[src/rtl/proc_pkg.sv]
// Shared definitions for the 4-bit processor: instruction fields, opcodes and decoder states.
package proc_pkg;

    localparam int unsigned INSTR_W = 11;

    localparam int unsigned OPC_MSB = 10;
    localparam int unsigned OPC_LSB = 8;
    localparam int unsigned OP1_MSB = 7;
    localparam int unsigned OP1_LSB = 4;
    localparam int unsigned OP2_MSB = 3;
    localparam int unsigned OP2_LSB = 0;

    localparam logic [2:0] OP_STO  = 3'b000;
    localparam logic [2:0] OP_ADD  = 3'b001;
    localparam logic [2:0] OP_SUB  = 3'b010;
    localparam logic [2:0] OP_AND  = 3'b011;
    localparam logic [2:0] OP_OR   = 3'b100;
    localparam logic [2:0] OP_XOR  = 3'b101;
    localparam logic [2:0] OP_NOT  = 3'b110;
    localparam logic [2:0] OP_HALT = 3'b111;

    // STO to address 0 is a self-rewrite, so it is harmless to execute.
    localparam logic [INSTR_W-1:0] NOP_WORD = 11'b000_0000_0000;

    localparam logic [1:0] DEC_INIT  = 2'b00;
    localparam logic [1:0] DEC_FETCH = 2'b01;
    localparam logic [1:0] DEC_EXEC  = 2'b10;
    localparam logic [1:0] DEC_STORE = 2'b11;

    typedef enum logic [2:0] {
        StIdle,
        StArm,
        StRun,
        StStepWait,
        StHalted
    } seq_state_e;

    function automatic logic is_halt(input logic [INSTR_W-1:0] word);
        return word[OPC_MSB:OPC_LSB] == OP_HALT;
    endfunction

endpackage

[src/rtl/prog_store.sv]
// Program store: register array, async clear to NOP, sync write, two combinational reads.
module prog_store
    import proc_pkg::*;
#(
    parameter int unsigned DEPTH  = 16,
    parameter int unsigned ADDR_W = 4
) (
    input  logic               clk,
    input  logic               reset_n,
    input  logic               wr_en_i,
    input  logic [ADDR_W-1:0]  wr_addr_i,
    input  logic [INSTR_W-1:0] wr_data_i,
    input  logic [ADDR_W-1:0]  rd0_addr_i,
    output logic [INSTR_W-1:0] rd0_data_o,
    input  logic [ADDR_W-1:0]  rd1_addr_i,
    output logic [INSTR_W-1:0] rd1_data_o
);

    logic [INSTR_W-1:0] mem_q [DEPTH];

    always_ff @(posedge clk or negedge reset_n) begin
        if (!reset_n) begin
            for (int unsigned i = 0; i < DEPTH; i++) begin
                mem_q[i] <= NOP_WORD;
            end
        end else if (wr_en_i) begin
            mem_q[wr_addr_i] <= wr_data_i;
        end
    end

    assign rd0_data_o = mem_q[rd0_addr_i];
    assign rd1_data_o = mem_q[rd1_addr_i];

endmodule

[src/rtl/program_sequencer.sv]
// Instruction-issue front end: program counter and issue FSM, changing the presented word
// only at the decoder's STORE edge so it stays stable across a full decode cycle.
module program_sequencer
    import proc_pkg::*;
#(
    parameter int unsigned PROG_DEPTH = 16,
    parameter int unsigned PC_W       = 4,
    parameter int unsigned INSTR_W    = 11
) (
    input  logic               clk,
    input  logic               reset_n,
    input  logic               load_en_i,
    input  logic [PC_W-1:0]    load_addr_i,
    input  logic [INSTR_W-1:0] load_data_i,
    input  logic               start_i,
    input  logic               step_mode_i,
    input  logic               step_i,
    input  logic [1:0]         dec_state_i,
    output logic [INSTR_W-1:0] instruction_o,
    output logic [PC_W-1:0]    pc_o,
    output logic               running_o,
    output logic               halted_o,
    output logic               retired_o
);

    seq_state_e         state_q, state_d;
    logic [PC_W-1:0]    pc_q, pc_d, pc_nxt;
    logic [INSTR_W-1:0] instr_q, instr_d;
    logic [INSTR_W-1:0] rd_cur, rd_nxt;
    logic               retired_q, retired_d;
    logic               step_pend_q, step_pend_d;
    logic               ip, load_ok;

    assign ip      = (dec_state_i == DEC_STORE);
    assign load_ok = load_en_i && ((state_q == StIdle) || (state_q == StHalted));
    assign pc_nxt  = pc_q + PC_W'(1);

    prog_store #(
        .DEPTH  (PROG_DEPTH),
        .ADDR_W (PC_W)
    ) u_store (
        .clk        (clk),
        .reset_n    (reset_n),
        .wr_en_i    (load_ok),
        .wr_addr_i  (load_addr_i),
        .wr_data_i  (load_data_i),
        .rd0_addr_i (pc_q),
        .rd0_data_o (rd_cur),
        .rd1_addr_i (pc_nxt),
        .rd1_data_o (rd_nxt)
    );

    always_ff @(posedge clk or negedge reset_n) begin
        if (!reset_n) begin
            state_q     <= StIdle;
            pc_q        <= '0;
            instr_q     <= NOP_WORD;
            retired_q   <= 1'b0;
            step_pend_q <= 1'b0;
        end else begin
            state_q     <= state_d;
            pc_q        <= pc_d;
            instr_q     <= instr_d;
            retired_q   <= retired_d;
            step_pend_q <= step_pend_d;
        end
    end

    always_comb begin
        state_d     = state_q;
        pc_d        = pc_q;
        instr_d     = instr_q;
        retired_d   = 1'b0;
        step_pend_d = step_pend_q;
        unique case (state_q)
            StIdle, StHalted: begin
                // A simultaneous load wins over start.
                if (!load_en_i && start_i) begin
                    state_d = StArm;
                    pc_d    = '0;
                end
            end
            StArm: begin
                if (ip) begin
                    if (is_halt(rd_cur)) begin
                        state_d = StHalted;
                    end else begin
                        instr_d = rd_cur;
                        state_d = StRun;
                    end
                end
            end
            StRun: begin
                if (ip) begin
                    retired_d = 1'b1;
                    pc_d      = pc_nxt;
                    if (is_halt(rd_nxt)) begin
                        instr_d = NOP_WORD;
                        state_d = StHalted;
                    end else if (step_mode_i) begin
                        instr_d = NOP_WORD;
                        state_d = StStepWait;
                    end else begin
                        instr_d = rd_nxt;
                    end
                end
            end
            StStepWait: begin
                if (step_i) begin
                    step_pend_d = 1'b1;
                end
                if (ip && (step_pend_q || !step_mode_i)) begin
                    step_pend_d = 1'b0;
                    if (is_halt(rd_cur)) begin
                        state_d = StHalted;
                    end else begin
                        instr_d = rd_cur;
                        state_d = StRun;
                    end
                end
            end
            default: state_d = StIdle;
        endcase
    end

    always_comb begin
        instruction_o = instr_q;
        pc_o          = pc_q;
        retired_o     = retired_q;
        running_o     = (state_q == StArm) || (state_q == StRun) || (state_q == StStepWait);
        halted_o      = (state_q == StHalted);
    end

endmodule

[config.mk]
export PLATFORM = sky130hd
export DESIGN_NAME = program_sequencer
export DESIGN_NICKNAME = d
export VERILOG_FILES = /design/src/rtl/proc_pkg.sv /design/src/rtl/prog_store.sv /design/src/rtl/program_sequencer.sv
export SDC_FILE = /design/constraint.sdc
export NUM_CORES = 1
export LEC_CHECK = 0
export BUFFER_PORTS_ARGS = -buffer_cell sky130_fd_sc_hd__buf_2
export CORE_MARGIN = 2
export CORE_UTILIZATION = 45
export DETAILED_ROUTE_END_ITERATION = 7
export PLACE_DENSITY = 0.66
export SLEW_MARGIN = 20
export SYNTH_ARGS = -nofsm -noshare
export SYNTH_HDL_FRONTEND = slang
export SYNTH_HIERARCHICAL = 1
export SYNTH_SLANG_ARGS = --single-unit
[constraint.sdc]
create_clock -name clk -period 4.9 [get_ports clk]
set_input_delay 0.245 -clock clk [delete_from_list [all_inputs] [get_ports clk]]
set_output_delay 0.245 -clock clk [all_outputs]
set_load 0.1 [all_outputs]
; Yosys cells after proc, flatten, opt, wreduce, memory -nomap -nowiden
; Index checks and enable logic that the tools add are counted.
[totals]
ff_bits = 196
inputBits = 23
out_inout_bits = 18
elab_cells = 91
[op_classes]
addsub = 1
magnitude_cmp = 4
eq_ne = 12
n_mux = 31
bitwise_logic = 3
n_reduce_logical = 19
[op_table]
columns = op, count
row1 = $bwmux W176, 1
row2 = $mux W11, 11
row3 = $bmux W11 S4, 2
row4 = $demux W11 S4, 1
row5 = $pmux W11 S3, 1
row6 = $mux W3, 7
row7 = $ge A5 B5 Y1 const B, 3
row8 = $not A4 Y5, 3
row9 = $pmux W3 S4, 1
row10 = $eq A3 B3 Y1 const B, 3
row11 = $mux W4, 2
row12 = $ne A2 B2 Y1 const B, 4
row13 = $pmux W4 S2, 1
row14 = $eq A3 B2 Y1 const B, 2
row15 = $lt A5 B1 Y1 const B, 1
row16 = $reduce_and A5 Y1, 1
row17 = $add A4 B1 Y4 const B, 1
row18 = $logic_and A1 B1 Y1, 4
row19 = $logic_or A1 B1 Y1, 4
row20 = $mux W1, 4
row21 = $reduce_and A4 Y1, 1
row22 = $reduce_bool A2 Y1, 2
row23 = $eq A3 B1 Y1 const B, 1
row24 = $logic_not A3 Y1, 1
row25 = 7 further kinds, 8

; Depth between registers and ports, before layout
[logic_depth]
word_depth = 9
depth_mapped = 11
depth_no_buf = 9

; Modules after synthesis
; Netlist, hierarchy kept.
[by_module_without_submodules]
columns = module, instances, cells_each, area_each_um2
row1 = prog_store, 1, 595, 9316.4
row2 = program_sequencer, 1, 95, 1108.6

; Worst setup path after synthesis
; No wires, ideal clock.
[synth_timing]
path_type = register to register
startpoint = register pc_q[2] (netlist: pc_o[2])
endpoint = register state_q[2]
setup_ns = 0.125
arrival_time_ns = 3.301
required_time_ns = 4.775
slack_ns = 1.474
stages_incl_launch_ff = 11
period_less_slack_ns = 3.426
path_cell_list = dfrtp_1 -> nand3_1 -> xnor2_1 -> nor2b_1 -> clkbuf_1 -> a22oi_1 -> nand2_1 -> and3_1 -> nor3_2 -> or4_4 -> mux2_4
[synth_via]
elab_chain_cells = 9
word_cells_on_any_way = 19
classes_between = 1 x add/sub / 3 x eq/ne / 12 x mux / 2 x bitwise / 1 x reduce/logical
[synth_rtl]
columns = item, line
row1 = from (decl), program_sequencer.sv:27  ; logic [PC_W-1:0] pc_q, pc_d, pc_nxt;
row2 = from (signal assigned), program_sequencer.sv:62  ; pc_q <= pc_d;
row3 = $add A4 B1 Y4 (*), program_sequencer.sv:36  ; assign pc_nxt = pc_q + PC_W'(1);
row4 = net pc_nxt[3], program_sequencer.sv:27
row5 = $not A4 Y5 (implied by the code) (*), prog_store.sv:32  ; assign rd1_data_o = mem_q[rd1_addr_i];
row6 = $bmux W11 S4 (*), prog_store.sv:32
row7 = $mux W11 (implied by the code) (*) (2 in series), prog_store.sv:32
row8 = net rd_nxt[8], program_sequencer.sv:29  ; logic [INSTR_W-1:0] rd_cur, rd_nxt;
row9 = $eq A3 B3 Y1 (*), proc_pkg.sv:39  ; return word[OPC_MSB:OPC_LSB] == OP_HALT;
row10 = $mux W3, program_sequencer.sv:97  ; if (is_halt(rd_nxt)) begin
row11 = $mux W3, program_sequencer.sv:94  ; if (ip) begin
row12 = $pmux W3 S4, program_sequencer.sv:75  ; unique case (state_q)
row13 = to (signal assigned), program_sequencer.sv:55  ; state_q <= StIdle;
row14 = to (signal assigned), program_sequencer.sv:61  ; state_q <= state_d;
row15 = to (decl), program_sequencer.sv:26  ; seq_state_e state_q, state_d;
; The timed path passes the listed nets; every way through them passes the cells marked *. The select of a mux whose other input is x is not followed.
; A chain may end at the register's enable or synchronous reset.

; Worst setup path after layout
[layout_timing]
startpoint = register pc_q[0] (netlist: pc_o[0])
endpoint = register state_q[2]
; Same word-level chain as after synthesis.

==> impl_metrics.yaml <==
status:
  status: "finished clean"
layout:
  areaGrowthSynthToFinish_pct: 9.626
  final_layout_size_suffix_gt1_share_pct: 52.09
  nFillCells: 1918
  final_nets: 727
logic_synthesis:
  avgSynthCellArea_um2: 15.11
  ys_ff_latch: 196
  ys.flop_type: "dfrtp_1"
  synth_area_mm2: 0.01042
  ys_seq_area_share_pct: 47.05
  synth_edf_count: 0
  syn_inst: 690
  postSynth.asyncResetShare_pct: 100.0
  yosys.cell_types.count: 44
  yosys_warnings: 6
  syn_nets: 714
sta:
  max_clock_freq_ghz: 0.2656
  hold_viol: 0
  setup_viol: 0
  rsz0062_at_grt: "no"
  min_period_ns: 3.764
  timing.final.crit_share_pct: 76.83
  fin_ws_ns: 1.136
  max_slew_margin_pct: 27.47
  slew_viol_final: 0
  tightest_slew_ns: 1.087
  fin_setup_tns_ns: 0
  final.setup_skew_ns: 0.01484
clocking:
  clk_pin_slew_ns: 0.07
  insertion_delay_ns: 0.44
  cts_buffers: 17
  cts_buffer_depth: 2
  cts_tree: "done"
  cts_htree_levels: 4
  cts_setup_buffers: 0
  cts.sinks: 196
  root_buffer: "clkbuf_16"
min_path:
  holdPathStages: 3
  hold-path-endpoint: "step_pend_q"
  hp-class: "in -> reg"
  hp-start: "step_i"
floorplanning:
  initial_core_util_pct: 45.91
  die-area_mm2: 0.02440
  num_rows: 55
  core_area_mm2: 0.02271
  die_h_um: 156.2
  io_pins: 41
  die_width_um: 156.2
critical_path:
  endpoint_kind: "flip-flop"
  crit_type: "reg -> reg"
  reg2reg_to: "state_q[2]"
  start_kind: "flip-flop"
  reg2regPathDepth: 8
  critPathTopFamily: "adder cells"
  rr_startpoint: "pc_o[0]"
  critical_path_buf_inv_count: 0
  critical_path.cell_chain: "ha_2, mux4_2, a22oi_1, nand2_1, and3_1, nor3_2, or4_4, mux2_4"
  cp_data_required_time_ns: 5.21
  crit_fanout: 34
  max_stage_delay_ns: 1.11
  arrival_ns: 4.08
  cp_slowest_cell: "ha_2"
  reg2reg_slack_ns: 1.14
grt:
  grt_pass1_wl_um: 42990
  grt_start_max_net_pins: 115
  antenna_found_initial: 1
  grt_pass1_vias: 7003
  grt_usage_pct: 24.11
  overflow: 0
route:
  wirelength_um: 27980
  ant_nets: 0
  viasPerCell: 6.499
  drc: 0
  drt-pass1-iter-count: 5
  drt_iter0_drc: 500
  via_count: 6512
  avgRoutedWirePerCell_um: 27.92
power_and_ir_drop:
  power_density_mw_per_mm2: 659.4
  p_leak_nw: 5.068
  vdd_drop_max_uv: 396.7
placed_design:
  place_ws_ns: 1.185
  portBuffers: 40
  dpl.hpwl_um: 17910
  gp_congestion: 0.8670
flow_run:
  maxCapViolCount: 0
[cells in the mapped netlist, types with 6 or more instances]
master,count,area share (%)
dfrtp_1,196,47
mux2_2,156,17
mux4_2,88,19
a22oi_1,44,3.2
nand2_1,26,0.94
clkbuf_1,21,0.76
mux2_4,21,3.0
buf_2,20,0.96
a22o_1,14,1.2
mux2_1,12,1.3
nor2_1,10,0.36
nor3_1,9,0.43
buf_4,8,0.58
buf_1,6,0.22
nor2b_1,6,0.36
[repair_timing]
action,in CTS,in global routing
endpoints found under the hold margin,83,0
gates resized for setup,0,0
hold buffers,1,0
setup endpoints to repair,0,0
[layer usage]
metal	GRT usage, %	vias to the layer above	wire length (um)
li1	-	2711	-
met1	32.21	3495	11630
met2	39.51	249	13890
met3	4.694	57	1581
met4	8.781	0	881
met5	0	-	0
[stage by stage]
| step | hold WS, ns | util, % | power [mW] | instance area [um2] | std cells |
|---|---|---|---|---|---|
| 4_1_cts | 0.1340 | 50.31 | 7.559 | 11430 | 1001 |
| 3_5_place_dp | 0.4466 | 47.87 | 6.225 | 10870 | 968 |
| 3_3_place_gp | 0.4217 | 47.87 | 6.086 | 10870 | 968 |
| 5_1_grt | 0.1888 | 50.33 | 7.900 | 11430 | 1002 |
| 6_report | 0.1514 | 50.33 | 7.535 | 11430 | 1002 |
| 2_1_floorplan | -0.05059 | - | 5.451 | 10430 | 690 |
[flip-flops by register name, indices dropped and copies added (netlist names)]
signal and cells:
step_pend_q 1, pc_o 4, u_store/mem_q 176, instruction_o 11, state_q 3, retired_o 1
[cell type report]
type / count / area, um2 / share of cell area [%]
multi-input combinational: 429 / 5273 / 46.14
sequential: 196 / 4910 / 42.96
clock buffer: 20 / 436.7 / 3.821
tap: 285 / 356.6 / 3.120
timing repair buffer: 56 / 331.6 / 2.901
clock inverter: 12 / 107.6 / 0.9415
inverter: 3 / 11.26 / 0.09853
antenna: 1 / 2.502 / 0.02190
[placed cells by master (no fill, tap or decap), types with 5 or more instances in the layout]
cell type / count
nor2b_1: 6
nor2_2: 6
buf_2: 39
nand3_1: 5
mux2_1: 12
a22o_1: 14
mux2_2: 156
clkbuf_16: 17
nand2_1: 26
mux2_4: 21
mux4_2: 88
nor3_4: 6
dfrtp_1: 194
buf_4: 15
a22oi_1: 44
[how the worst max path moves through the flow]
stage                     depth (start not counted)         end    start  slack, ns
after floorplan                                  10  state_q[2]  pc_o[2]       1.47
after global placement                            8  state_q[2]  pc_o[0]       1.23
after detailed placement                          8  state_q[2]  pc_o[0]       1.18
after CTS                                         8  state_q[2]  pc_o[0]       1.17
after global routing                             10  state_q[2]  pc_o[0]       0.93
final                                             8  state_q[2]  pc_o[0]       1.14
[worst reg2reg max path: cells and delay by family, from the launching register on]
| kind | cells | cell delay [ns] |
|---|---|---|
| AOI/OAI and AO/OA | 1 | 0.11 |
| adders and majority gates | 1 | 1.11 |
| DFF | 1 | 0.68 |
| muxes | 2 | 0.72 |
| and+or+nand+nor | 4 | 1.02 |
[power breakdown]
| part | switching (mW) | total [mW] | internal, mW |
|---|---|---|---|
| clock | 0.622 | 1.32 | 0.701 |
| combinational | 1.57 | 3.30 | 1.73 |
| sequential | 0.602 | 2.91 | 2.31 |
[kinds of logic (layout without fill, tap and decap cells)]
| group | count (synthesis) | after routing | synth area share (%) |
|---|---|---|---|
| compound gates | 71 | 71 | 5.233 |
| xor+xnor | 2 | 2 | 0.1681 |
| fa+ha+maj | 1 | 1 | 0.1200 |
| buf+inv | 65 | 91 | 3.253 |
| flops | 196 | 196 | 47.05 |
| mux | 277 | 277 | 40.18 |
| other cells | 0 | 1 | 0 |
| simple gates | 78 | 78 | 3.997 |
Note: power is estimated with default switching activity, not from simulation.
